==> config.mk <==
export PLATFORM = sky130hd
export DESIGN_NAME = mem_wb_pipe_reg
export DESIGN_NICKNAME = d
export VERILOG_FILES = /design/src/rtl/mem_wb_pkg.sv /design/src/rtl/mem_wb_pipe_reg_skid_slot.sv /design/src/rtl/mem_wb_pipe_reg.sv
export SDC_FILE = /design/constraint.sdc
export NUM_CORES = 1
export LEC_CHECK = 0
export CAP_MARGIN = 5
export CORE_MARGIN = 2
export CORE_UTILIZATION = 50
export CTS_BUF_LIST = sky130_fd_sc_hd__clkbuf_8
export DETAILED_ROUTE_END_ITERATION = 7
export PLACE_DENSITY = 0.89
export SLEW_MARGIN = 20
export SYNTH_ARGS = -nofsm -noshare
export SYNTH_HDL_FRONTEND = slang
export SYNTH_SLANG_ARGS = --single-unit
==> constraint.sdc <==
create_clock -name clk -period 2.25 [get_ports clk]
set_clock_uncertainty 0.1 [all_clocks]
set_input_delay 0.225 -clock clk [delete_from_list [all_inputs] [get_ports clk]]
set_output_delay 0.225 -clock clk [all_outputs]
set_load 0.03 [all_outputs]
==> src/rtl/mem_wb_pkg.sv <==
// Shared types for the MEM/WB pipeline register.
// Optional forwarding outputs are enabled by MEM_WB_FWD_EN.
package mem_wb_pkg;

  localparam int DATA_W_DEF     = 32;
  localparam int REG_ADDR_W_DEF = 5;

  typedef struct packed {
    logic [DATA_W_DEF-1:0]     result;
    logic [DATA_W_DEF-1:0]     read_data;
    logic                      mem_to_reg;
    logic [REG_ADDR_W_DEF-1:0] rd;
    logic                      reg_write;
  } mem_wb_entry_t;

  typedef enum logic [1:0] {
    EMPTY,
    ONE,
    TWO
  } state_t;

endpackage

==> src/rtl/mem_wb_pipe_reg_skid_slot.sv <==
// One-entry holding register with its own valid bit.
// Used for both the main and the skid slot.
module skid_slot
  import mem_wb_pkg::*;
#(
  parameter type T = mem_wb_entry_t
) (
  input  logic clk,
  input  logic rst,
  input  logic load,
  input  logic clear,
  input  T     d,
  output T     q,
  output logic valid
);

  always_ff @(posedge clk) begin
    if (!rst) begin
      q     <= '0;
      valid <= 1'b0;
    end else if (clear) begin
      valid <= 1'b0;
    end else if (load) begin
      q     <= d;
      valid <= 1'b1;
    end
  end

endmodule

==> src/rtl/mem_wb_pipe_reg.sv <==
// MEM/WB register with a two-entry skid buffer and valid/ready handshake.
// Define MEM_WB_FWD_EN to add the EX forwarding outputs.
module mem_wb_pipe_reg
  import mem_wb_pkg::*;
#(
  parameter int DATA_W            = DATA_W_DEF,
  parameter int REG_ADDR_W        = REG_ADDR_W_DEF,
  parameter bit ZERO_REG_SUPPRESS = 1'b1
) (
  input  logic                  clk,
  input  logic                  rst,
  input  logic                  flush_in_mem_wb,
  input  logic                  valid_in_mem_wb,
  output logic                  ready_out_mem_wb,
  input  logic [DATA_W-1:0]     result_in_mem_wb,
  input  logic [DATA_W-1:0]     read_data_in_mem_wb,
  input  logic                  mem_to_reg_in_mem_wb,
  input  logic [REG_ADDR_W-1:0] rd_in_mem_wb,
  input  logic                  reg_write_in_mem_wb,
`ifdef MEM_WB_FWD_EN
  output logic                  fwd_valid_mem_wb,
  output logic [REG_ADDR_W-1:0] fwd_rd_mem_wb,
  output logic [DATA_W-1:0]     fwd_data_mem_wb,
`endif
  output logic                  valid_out_mem_wb,
  input  logic                  ready_in_mem_wb,
  output logic [DATA_W-1:0]     result_out_mem_wb,
  output logic [DATA_W-1:0]     read_data_out_mem_wb,
  output logic                  mem_to_reg_out_mem_wb,
  output logic [REG_ADDR_W-1:0] rd_out_mem_wb,
  output logic                  reg_write_out_mem_wb
);

  typedef struct packed {
    logic [DATA_W-1:0]     result;
    logic [DATA_W-1:0]     read_data;
    logic                  mem_to_reg;
    logic [REG_ADDR_W-1:0] rd;
    logic                  reg_write;
  } entry_t;

  state_t state_q, state_d;
  entry_t in_e, main_d, main_q, skid_q;
  logic   main_vld, skid_vld;
  logic   load_main, load_skid;
  logic   clr_main, clr_skid;
  logic   accept, consume;
  logic   rd_zero;

  assign in_e = '{
    result:     result_in_mem_wb,
    read_data:  read_data_in_mem_wb,
    mem_to_reg: mem_to_reg_in_mem_wb,
    rd:         rd_in_mem_wb,
    reg_write:  reg_write_in_mem_wb
  };

  assign accept  = valid_in_mem_wb & ready_out_mem_wb;
  assign consume = main_vld & ready_in_mem_wb;

  // Draining the skid slot refills main from it; otherwise from MEM.
  assign main_d = (state_q == TWO) ? skid_q : in_e;

  always_ff @(posedge clk) begin
    if (!rst) begin
      state_q          <= EMPTY;
      ready_out_mem_wb <= 1'b0;
    end else begin
      state_q          <= state_d;
      ready_out_mem_wb <= (state_d != TWO);
    end
  end

  always_comb begin
    state_d   = state_q;
    load_main = 1'b0;
    load_skid = 1'b0;
    clr_main  = 1'b0;
    clr_skid  = 1'b0;
    if (flush_in_mem_wb) begin
      state_d  = EMPTY;
      clr_main = 1'b1;
      clr_skid = 1'b1;
    end else begin
      case (state_q)
        EMPTY: begin
          if (accept) begin
            load_main = 1'b1;
            state_d   = ONE;
          end
        end
        ONE: begin
          if (accept && consume) begin
            load_main = 1'b1;
          end else if (accept) begin
            load_skid = 1'b1;
            state_d   = TWO;
          end else if (consume) begin
            clr_main = 1'b1;
            state_d  = EMPTY;
          end
        end
        TWO: begin
          if (consume) begin
            load_main = 1'b1;
            clr_skid  = 1'b1;
            state_d   = ONE;
          end
        end
        default: state_d = EMPTY;
      endcase
    end
  end

  skid_slot #(.T(entry_t)) u_main (
    .clk   (clk),
    .rst   (rst),
    .load  (load_main),
    .clear (clr_main),
    .d     (main_d),
    .q     (main_q),
    .valid (main_vld)
  );

  skid_slot #(.T(entry_t)) u_skid (
    .clk   (clk),
    .rst   (rst),
    .load  (load_skid),
    .clear (clr_skid),
    .d     (in_e),
    .q     (skid_q),
    .valid (skid_vld)
  );

  assign rd_zero = ZERO_REG_SUPPRESS && (main_q.rd == '0);

  assign valid_out_mem_wb      = main_vld;
  assign result_out_mem_wb     = main_q.result;
  assign read_data_out_mem_wb  = main_q.read_data;
  assign mem_to_reg_out_mem_wb = main_q.mem_to_reg;
  assign rd_out_mem_wb         = main_q.rd;
  assign reg_write_out_mem_wb  = main_vld & main_q.reg_write & ~rd_zero;

`ifdef MEM_WB_FWD_EN
  assign fwd_valid_mem_wb = reg_write_out_mem_wb;
  assign fwd_rd_mem_wb    = main_q.rd;
  assign fwd_data_mem_wb  = main_q.mem_to_reg ? main_q.read_data
                                              : main_q.result;
`else
  logic unused_skid_vld;
  assign unused_skid_vld = skid_vld;
`endif

endmodule

Yosys cells after proc, flatten, opt, wreduce, memory -nomap -nowiden
Index checks and enable logic that the tools add are counted.
W data, S select, Z words.
Storage, ports and cells
  memories kept: 0
  bits in registers: 146
  bits in latches: 0
  input port bits: 76
  bits in read-only memories: 0
  RAM bits: 0
Cells by class
  shift-type cells: 0
  eq/ne operators: 3
  multiplexer cells: 22
  reduce and logical (&&, ||, !) cells: 6
  $lt $le $gt $ge: 0
  add/sub/neg operators: 0
  multiply operators: 0
  bitwise gates (word level): 8
  div/mod/pow operators: 0
Operators with widths (count)
  $mux W71: 1
  $mux W1: 13
  $mux W2: 6
  $pmux W2 S3: 1
  $logic_not A5 Y1: 1
  $and A1 B1 Y1: 4
  $not A1 Y1: 4
  $reduce_and A2 Y1: 2
  $pmux W1 S3: 1
  $eq A2 B1 Y1 const B: 1
  $eq A2 B2 Y1 const B: 1
  $logic_not A2 Y1: 1
  $ne A2 B2 Y1 const B: 1
  $reduce_or A2 Y1: 1
  $logic_and A1 B1 Y1: 1

Logic depth before layout (Yosys ltp)
Gate-level depths: netlist of run 1.
  depth in word-level cells: 8
  mapped depth: 6
  gate-level depth less buffers: 4

Cells and area by module
From an unflattened synthesis of run 1, not the netlist that was laid out.
Unflattened totals
  cells, all modules: 726
  area total of the unflattened synthesis: 7339.5 um^2
Modules (own cells, without submodules)
  skid_slot: instances 2, cells each 312, area an instance 2980.4 um^2
  mem_wb_pipe_reg: instances 1, cells each 102, area an instance 1378.8 um^2

Worst setup path after synthesis of run 1
No wires, ideal clock.
  path type: reg2reg
  from: register u_main.valid
  to: register u_main.q[45] in the netlist's numbering
  stages on the path, launching flop included: 6
  path slack: 0.234 ns
  buffers on the path: 2
  library setup time: 0.147 ns
  data arrival time: 1.769 ns
  path through: dfxtp_1 -> nand2_1 -> a221oi_4 -> buf_6 -> buf_6 -> a311oi_2
Between the ends
  longest elaborated chain between the ends: 8
RTL lines
  from (decl): RTL line mem_wb_pipe_reg_skid_slot.sv:14  | output logic valid
  from (signal assigned): RTL line mem_wb_pipe_reg_skid_slot.sv:20  | valid <= 1'b0;
  from (signal assigned): RTL line mem_wb_pipe_reg_skid_slot.sv:22  | valid <= 1'b0;
  from (signal assigned): RTL line mem_wb_pipe_reg_skid_slot.sv:25  | valid <= 1'b1;
  $and A1 B1 Y1 *: RTL line mem_wb_pipe_reg.sv:59  | assign consume = main_vld & ready_in_mem_wb;
  $mux W1: RTL line mem_wb_pipe_reg.sv:98, mem_wb_pipe_reg.sv:104
  $mux W1: RTL line mem_wb_pipe_reg.sv:95  | end else if (accept) begin
  $mux W1: RTL line mem_wb_pipe_reg.sv:93  | if (accept && consume) begin
  $mux W1: RTL line mem_wb_pipe_reg.sv:85  | case (state_q)
  $mux W1: RTL line mem_wb_pipe_reg.sv:80  | if (flush_in_mem_wb) begin
  $not A1 Y1 (no line)
  $reduce_and A2 Y1 (no line) *
  to (signal assigned): RTL line mem_wb_pipe_reg_skid_slot.sv:19  | q <= '0;
  to (signal assigned): RTL line mem_wb_pipe_reg_skid_slot.sv:24  | q <= d;
  to (decl): RTL line mem_wb_pipe_reg_skid_slot.sv:13  | output T q,
Every way passes the cells marked *; elsewhere a longest branch is shown, timed or not.
A chain may end at the register's enable or synchronous reset.

Worst setup path in the final report of run 1
  from: register u_main.q[5] in the netlist's numbering
  to: output port reg_write_out_mem_wb
Between the ends
  longest elaborated chain between the ends: 3
RTL lines
  $logic_not A5 Y1: RTL line mem_wb_pipe_reg.sv:135  | assign rd_zero = ZERO_REG_SUPPRESS && (main_q.rd == '0);
  $not A1 Y1: RTL line mem_wb_pipe_reg.sv:142  | assign reg_write_out_mem_wb = main_vld & main_q.reg_write & ~rd_zero;
  $and A1 B1 Y1: RTL line mem_wb_pipe_reg.sv:142
  to (decl): RTL line mem_wb_pipe_reg.sv:31  | output logic reg_write_out_mem_wb
No other way between the ends.

==> flow_summary_export.csv, run 1 <==
group,metric,value,unit
sta,finalHoldViolCount,0,
finish,layout-drive-gt1-share,15.5,%
power,leakagePower,0.00290,µW
yosys,synth_top_area_share,42.8,%
critical_path,crit_type,"register to output pin",
min_path,min-delay-start,"result_in_mem_wb[2]",
clock_tree,h-tree-depth,4,
yosys,yosys_register_bits,146,
critical_path,worstReg2RegStart,"state_q[0]",
power,power.clock.fraction,39.1,%
detailed_routing,wl_per_cell,15.0,µm
power,power_density,674,nW/µm²
finish,fin_nets,941,
clock_tree,cts_sinks,146,
power,p_int,4320,µW
floorplan,start_util,51.3,%
min_path,hold_path_depth,3,
detailed_routing,viasPerCell,5.28,
yosys,synth_most_common_cell,"nand2_1",
critical_path,crit_path_start_kind,"register",
critical_path,path_max_fanout,3,
yosys,syn_nets,875,
critical_path,slowest_stage,"dlygate4sd2_1",
yosys,async_flop_share,0,%
placement,place_area,8080,µm²
critical_path,arrival,1.80,ns
placement,dp_hpwl,10700,µm
floorplan,die_y,121,µm
detailed_routing,wl,15800,µm
yosys,synthesis.area,6830,µm²
sta,fmax,0.470,GHz
power,ir_drop,412,µV
finish,design_area,8520,µm²
power,pwr-share-comb,13.8,%
sta,fin_crit,2.13,ns
critical_path,r2r_end,"u_skid.q[57]",
clock_tree,clk_latency,0.44,ns
flow_run,drv_cap,0,
grt,grt_first_pass_wirelength,26000,µm
floorplan,dieArea,14600,µm²
min_path,hold_path_end,"u_skid.q[41]",
critical_path,crit_chain,"or3_1 -> o311a_1 -> dlygate4sd2_1",
yosys,yosys_warnings,0,
yosys,synth_edf_count,0,
yosys,synth_top_cell_by_area,"dfxtp_1",
detailed_routing,vias,5565,
status,status,"completed",
clock_tree,cts_root_buf,"clkbuf_8",
sta,rsz0062_at_grt,"false",
finish,syn2layout_area_growth,24.8,%
clock_tree,cts_tree,"yes",
critical_path,worstPathRequired,1.92,ns
power,p_sw,1420,µW
critical_path,cp-end-kind,"output pin",
sta,period_share,94.6,%
grt,grt_max_degree,54,
grt,grt.overflow.total,0,
power,power.share.switching,24.8,%
sta,worst_pin_slew,0.441,ns
yosys,ys_seq_area_share,42.8,%
critical_path,cpPeakStageDelay,0.38,ns
sta,finalSetupViolations,0,
sta,slew_headroom,70.6,%
yosys,synthTopCellsByArea,"dfxtp_1 43%, nand2_1 16%, a311oi_2 15%",
floorplan,num_rows,42,
floorplan,io_pins,149,
critical_path,rrSetupSlack,0.22,ns
sta,slew_viol_final,0,
grt,grtUsageTotal,22.5,%
yosys,ys_types,28,
placement,io_buffer_count,148,
critical_path,r2r_cells,5,
placement,gp_congestion,0.784,
yosys,yosys-top-cells-count,"286 x nand2_1, 146 x dfxtp_1, 73 x nor2_1",
clock_tree,cts_buffers,17,
floorplan,coreArea,13300,µm²
detailed_routing,drt.antenna.violating_nets,0,
power,seqPwrFrac,47.1,%
min_path,hold_class,"primary input to register",
clock_tree,clockBufferDepth,2,
detailed_routing,drt_iter0_drc,373,
grt,grt_pass1_vias,5504,
detailed_routing,drc,0,
placement,dpl.cell_count,1022,
detailed_routing,dr.pass1.iters,5,
yosys,synthCells,799,
sta,fin_tns_setup,0,ns
finish,final_cell_count_no_fill,1054,
floorplan,die_w,121,µm
yosys,avgSynthCellArea,8.54,µm²
yosys,ys.flop_type,"dfxtp_1",
grt,grt_antenna_before_repair,0,
clock_tree,clkTransAtPathRegs,0.08,ns
finish,antenna_cells,0,
## power by group through the flow
stage               registers [µW]  logic [µW]  clock network [µW]
floorplan                     2750         522                   0
global placement              2760         775                   0
detailed placement            2760         793                   0
CTS                           2700         798                2280
global route                  2710         846                2400
finish                        2700         794                2240
## flip-flops by register name, summed over array words and instances (netlist names)
| signal | flops |
|---|---|
| u_main.valid | 1 |
| state_q | 2 |
| ready_out_mem_wb | 1 |
| u_main.q | 71 |
| u_skid.q | 71 |
## critical path: cells and delay by family, from the launching register on
kind	cells	cell delay (ns)
flops	1	0.33
buf+inv	1	0.38
compound gates	1	0.28
simple gates	1	0.36
## repair_timing
item | 4_1_cts | 5_1_grt
setup endpoints to repair | 1 | 0
hold buffers | 0 | 0
buffers inserted | 0 | 0
gates resized for setup | 1 | 0
## placed cells by master (no fill, tap or decap)
master / instances
a31oi_1: 1
clkinv_2: 4
or4b_4: 1
o31a_1: 1
a21boi_0: 21
inv_1: 2
o311a_1: 1
nand2_1: 286
a21oi_1: 42
nand3_1: 1
a311oi_1: 3
clkdlybuf4s50_1: 147
a311oi_2: 70
nand2b_2: 1
clkbuf_8: 20
nor2b_4: 1
bufinv_16: 4
buf_12: 15
nand4b_2: 1
buf_4: 14
clkinvlp_4: 2
nor4b_4: 1
inv_4: 1
a21boi_1: 10
or3_1: 1
dlygate4sd2_1: 1
nand2b_1: 1
and2_1: 1
nor2_1: 73
nor3_1: 2
a221oi_4: 1
and2b_1: 1
dfxtp_1: 146
nand3b_1: 1
## per-layer routing
metal	track usage [%]	part of all wire (%)	vias up
met4	11.5	3.5	0
met2	39.1	52	161
met1	25.7	40	2625
li1	-	-	2735
met5	0	0	-
met3	5.09	4.7	44
## kinds of logic after synthesis
kind of cell / share of synthesized area (%)
DFF: 42.8
and+or+nand+nor: 21.4
buffers and inverters: 12.8
AOI/OAI and AO/OA: 23.0
## worst max-delay path by stage
| stage | depth (start not counted) | end | slack, ns | from |
|---|---|---|---|---|
| final | 3 | reg_write_out_mem_wb | 0.12 | u_main.q[5] |
| after floorplan | 5 | u_main.q[45] | 0.23 | u_main.valid |
| after detailed placement | 7 | u_main.q[30] | 0.03 | ready_in_mem_wb |
| after global routing | 3 | reg_write_out_mem_wb | 0.04 | u_main.q[5] |
| after CTS | 3 | reg_write_out_mem_wb | 0.09 | u_main.q[5] |
| after global placement | 6 | u_skid.q[19] | 0.12 | ready_in_mem_wb |
## per-stage QoR
| step | utilization [%] | total power (µW) | hold WS, ns | worst slack (ns) |
|---|---|---|---|---|
| 6_report | 64.1 | 5740 | 0.250 | 0.122 |
| 5_1_grt | 64.1 | 5960 | 0.251 | 0.0404 |
| 4_1_cts | 64.1 | 5780 | 0.228 | 0.0857 |
| 3_5_place_dp | 60.8 | 3560 | 0.345 | 0.0285 |
| 3_3_place_gp | 60.8 | 3540 | 0.341 | 0.122 |
| 2_1_floorplan | - | 3280 | 0.260 | 0.234 |
## cell type report
cell class / count / area [µm²]
Tap cell: 176 / 220
Multi-Input combinational cell: 522 / 3040
Clock inverter: 12 / 163
Sequential cell: 146 / 2920
Clock buffer: 20 / 275
Timing Repair Buffer: 177 / 1890
Fill cell: 1083 / 4780
Inverter: 1 / 6.26
Power figures use the tool's default switching activity.
==> run 2, diff against run 1 <==
- PLACE_DENSITY: 0.89 -> 0.88
- SYNTH_HIERARCHICAL: default -> 1
==> run 2 against run 1 <==
Sequential power shrank 2%; power shrank 2.0%; wire length shrank 9.0%; via count shrank 7.3%; cell area grew 5.5%; critical endpoint unchanged.
==> flow_summary_export.csv, run 2 <==
group,metric,value,unit
status,status,"completed",
placement,io_buffer_count,148,
detailed_routing,wl,14400,µm
critical_path,path_max_fanout,3,
critical_path,cp-end-kind,"output pin",
min_path,min-delay-start,"rst",
floorplan,io_pins,149,
critical_path,crit_chain,"or3_1 -> o311a_1 -> dlygate4sd2_1",
finish,final_cell_mix,"285 x nand2_1, 146 x clkdlybuf4s50_1, 146 x dfxtp_1, 142 x mux2i_1, 59 x mux2_4",
grt,grtUsageTotal,18.6,%
finish,final_cell_count_no_fill,1041,
clock_tree,clockBufferDepth,2,
detailed_routing,drc,0,
floorplan,coreArea,14400,µm²
clock_tree,h-tree-depth,4,
placement,dp_hpwl,9370,µm
finish,top_regs,"u_main/q x71, u_skid/q x71, state_q x2",
sta,fin_tns_setup,0,ns
sta,slew_headroom,54.7,%
sta,period_share,93.8,%
floorplan,start_util,50.7,%
clock_tree,cts_buffers,17,
critical_path,worstPathRequired,1.92,ns
grt,grt_first_pass_wirelength,24000,µm
critical_path,cpPeakStageDelay,0.38,ns
detailed_routing,viasPerCell,4.96,
sta,fmax,0.474,GHz
grt,grt.overflow.total,0,
placement,dpl.cell_count,1010,
critical_path,slowest_stage,"or3_1",
yosys,avgSynthCellArea,10.1,µm²
placement,place_area,8520,µm²
floorplan,num_rows,44,
floorplan,dieArea,15600,µm²
detailed_routing,drt.antenna.violating_nets,0,
power,leakagePower,0.00333,µW
power,ir_drop,379,µV
finish,antenna_cells,0,
yosys,synthesis.area,7310,µm²
clock_tree,cts_tree,"yes",
detailed_routing,wl_per_cell,13.8,µm
sta,worst_slack,0.140,ns
sta,slew_viol_final,0,
critical_path,arrival,1.79,ns
detailed_routing,dr.pass1.iters,4,
yosys,synthCells,723,
critical_path,crit_path_start_kind,"register",
detailed_routing,vias,5159,
finish,fin_nets,921,
sta,fin_hold_ws,0.249,ns
critical_path,crit_type,"register to output pin",
clock_tree,hold_buffers,0,
sta,finalSetupViolations,0,
clock_tree,cts_root_buf,"clkbuf_8",
sta,finalHoldViolCount,0,
floorplan,die_w,125,µm
power,power_density,626,nW/µm²
yosys,yosys_warnings,6,
yosys,syn_nets,799,
finish,num-fill-cells,1146,
grt,grt_max_degree,85,
min_path,hold_class,"primary input to register",
critical_path,worstReg2RegStart,"state_q[1]",
clock_tree,clk_latency,0.44,ns
grt,grt_pass1_vias,5069,
grt,grt_antenna_before_repair,0,
placement,dp_slack,0.0324,ns
clock_tree,cts_sinks,146,
sta,fin_crit,2.11,ns
floorplan,die_y,125,µm
finish,syn2layout_area_growth,23.0,%
clock_tree,clkTransAtPathRegs,0.08,ns
sta,rsz0062_at_grt,"false",
sta,worst_pin_slew,0.680,ns
placement,gp_congestion,0.745,
finish,layout-drive-gt1-share,13.9,%
flow_run,drv_cap,0,
finish,final_common_cell,"nand2_1",
detailed_routing,drt_iter0_drc,292,
finish,design_area,8990,µm²
critical_path,startpoint,"u_main/q[2]",
run 2: through the flow:
stage,power [µW],util (%)
3_5_place_dp,3300,59.1
3_3_place_gp,3290,59.1
2_1_floorplan,3070,-
6_report,5630,62.3
4_1_cts,5690,62.3
5_1_grt,5860,62.3
run 2: critical path, delay by kind of cell, from the launching register on:
family          cells  cell delay (ns)
buf+inv             1             0.35
flops               1             0.34
compound gates      1             0.28
simple gates        1             0.38
run 2: report_power, final:
part           internal, µW  switching (µW)  leakage, µW  total [µW]
sequential             2620            20.9      0.00118        2640
clock                  1430             965     0.000239        2390
combinational           326             274      0.00191         599
run 2: area by class of cell:
| class | instances | area [µm²] | share of cell area, % |
|---|---|---|---|
| Multi-Input combinational cell | 520 | 3690 | 41.1 |
| Sequential cell | 146 | 2920 | 32.5 |
| Timing Repair Buffer | 159 | 1670 | 18.5 |
| Clock buffer | 21 | 289 | 3.22 |
| Tap cell | 184 | 230 | 2.56 |
| Clock inverter | 10 | 180 | 2.01 |
| Inverter | 1 | 3.75 | 0.0418 |
run 2: worst paths after layout:
| path | to | slack [ns] | depth (start not counted) |
|---|---|---|---|
| max reg2reg | u_main/q[7] | 0.27 | 5 |
| min reg2reg | u_main/q[68] | 0.35 | 2 |
| min | u_main/q[18] | 0.25 | 3 |
| max | reg_write_out_mem_wb | 0.14 | 3 |
run 2: repair_timing:
item,CTS,global route
setup endpoints to repair,1,0
buffers inserted,0,0
gates resized for setup,1,0
run 2: routing by layer:
metal / vias to the layer above / global-route usage, % / wire [µm]
met2: 101 / 31.9 / 7000
met3: 20 / 5.07 / 595
met4: 0 / 6.27 / 249
met1: 2417 / 22.7 / 6570
li1: 2621 / - / -
met5: - / 0 / 0
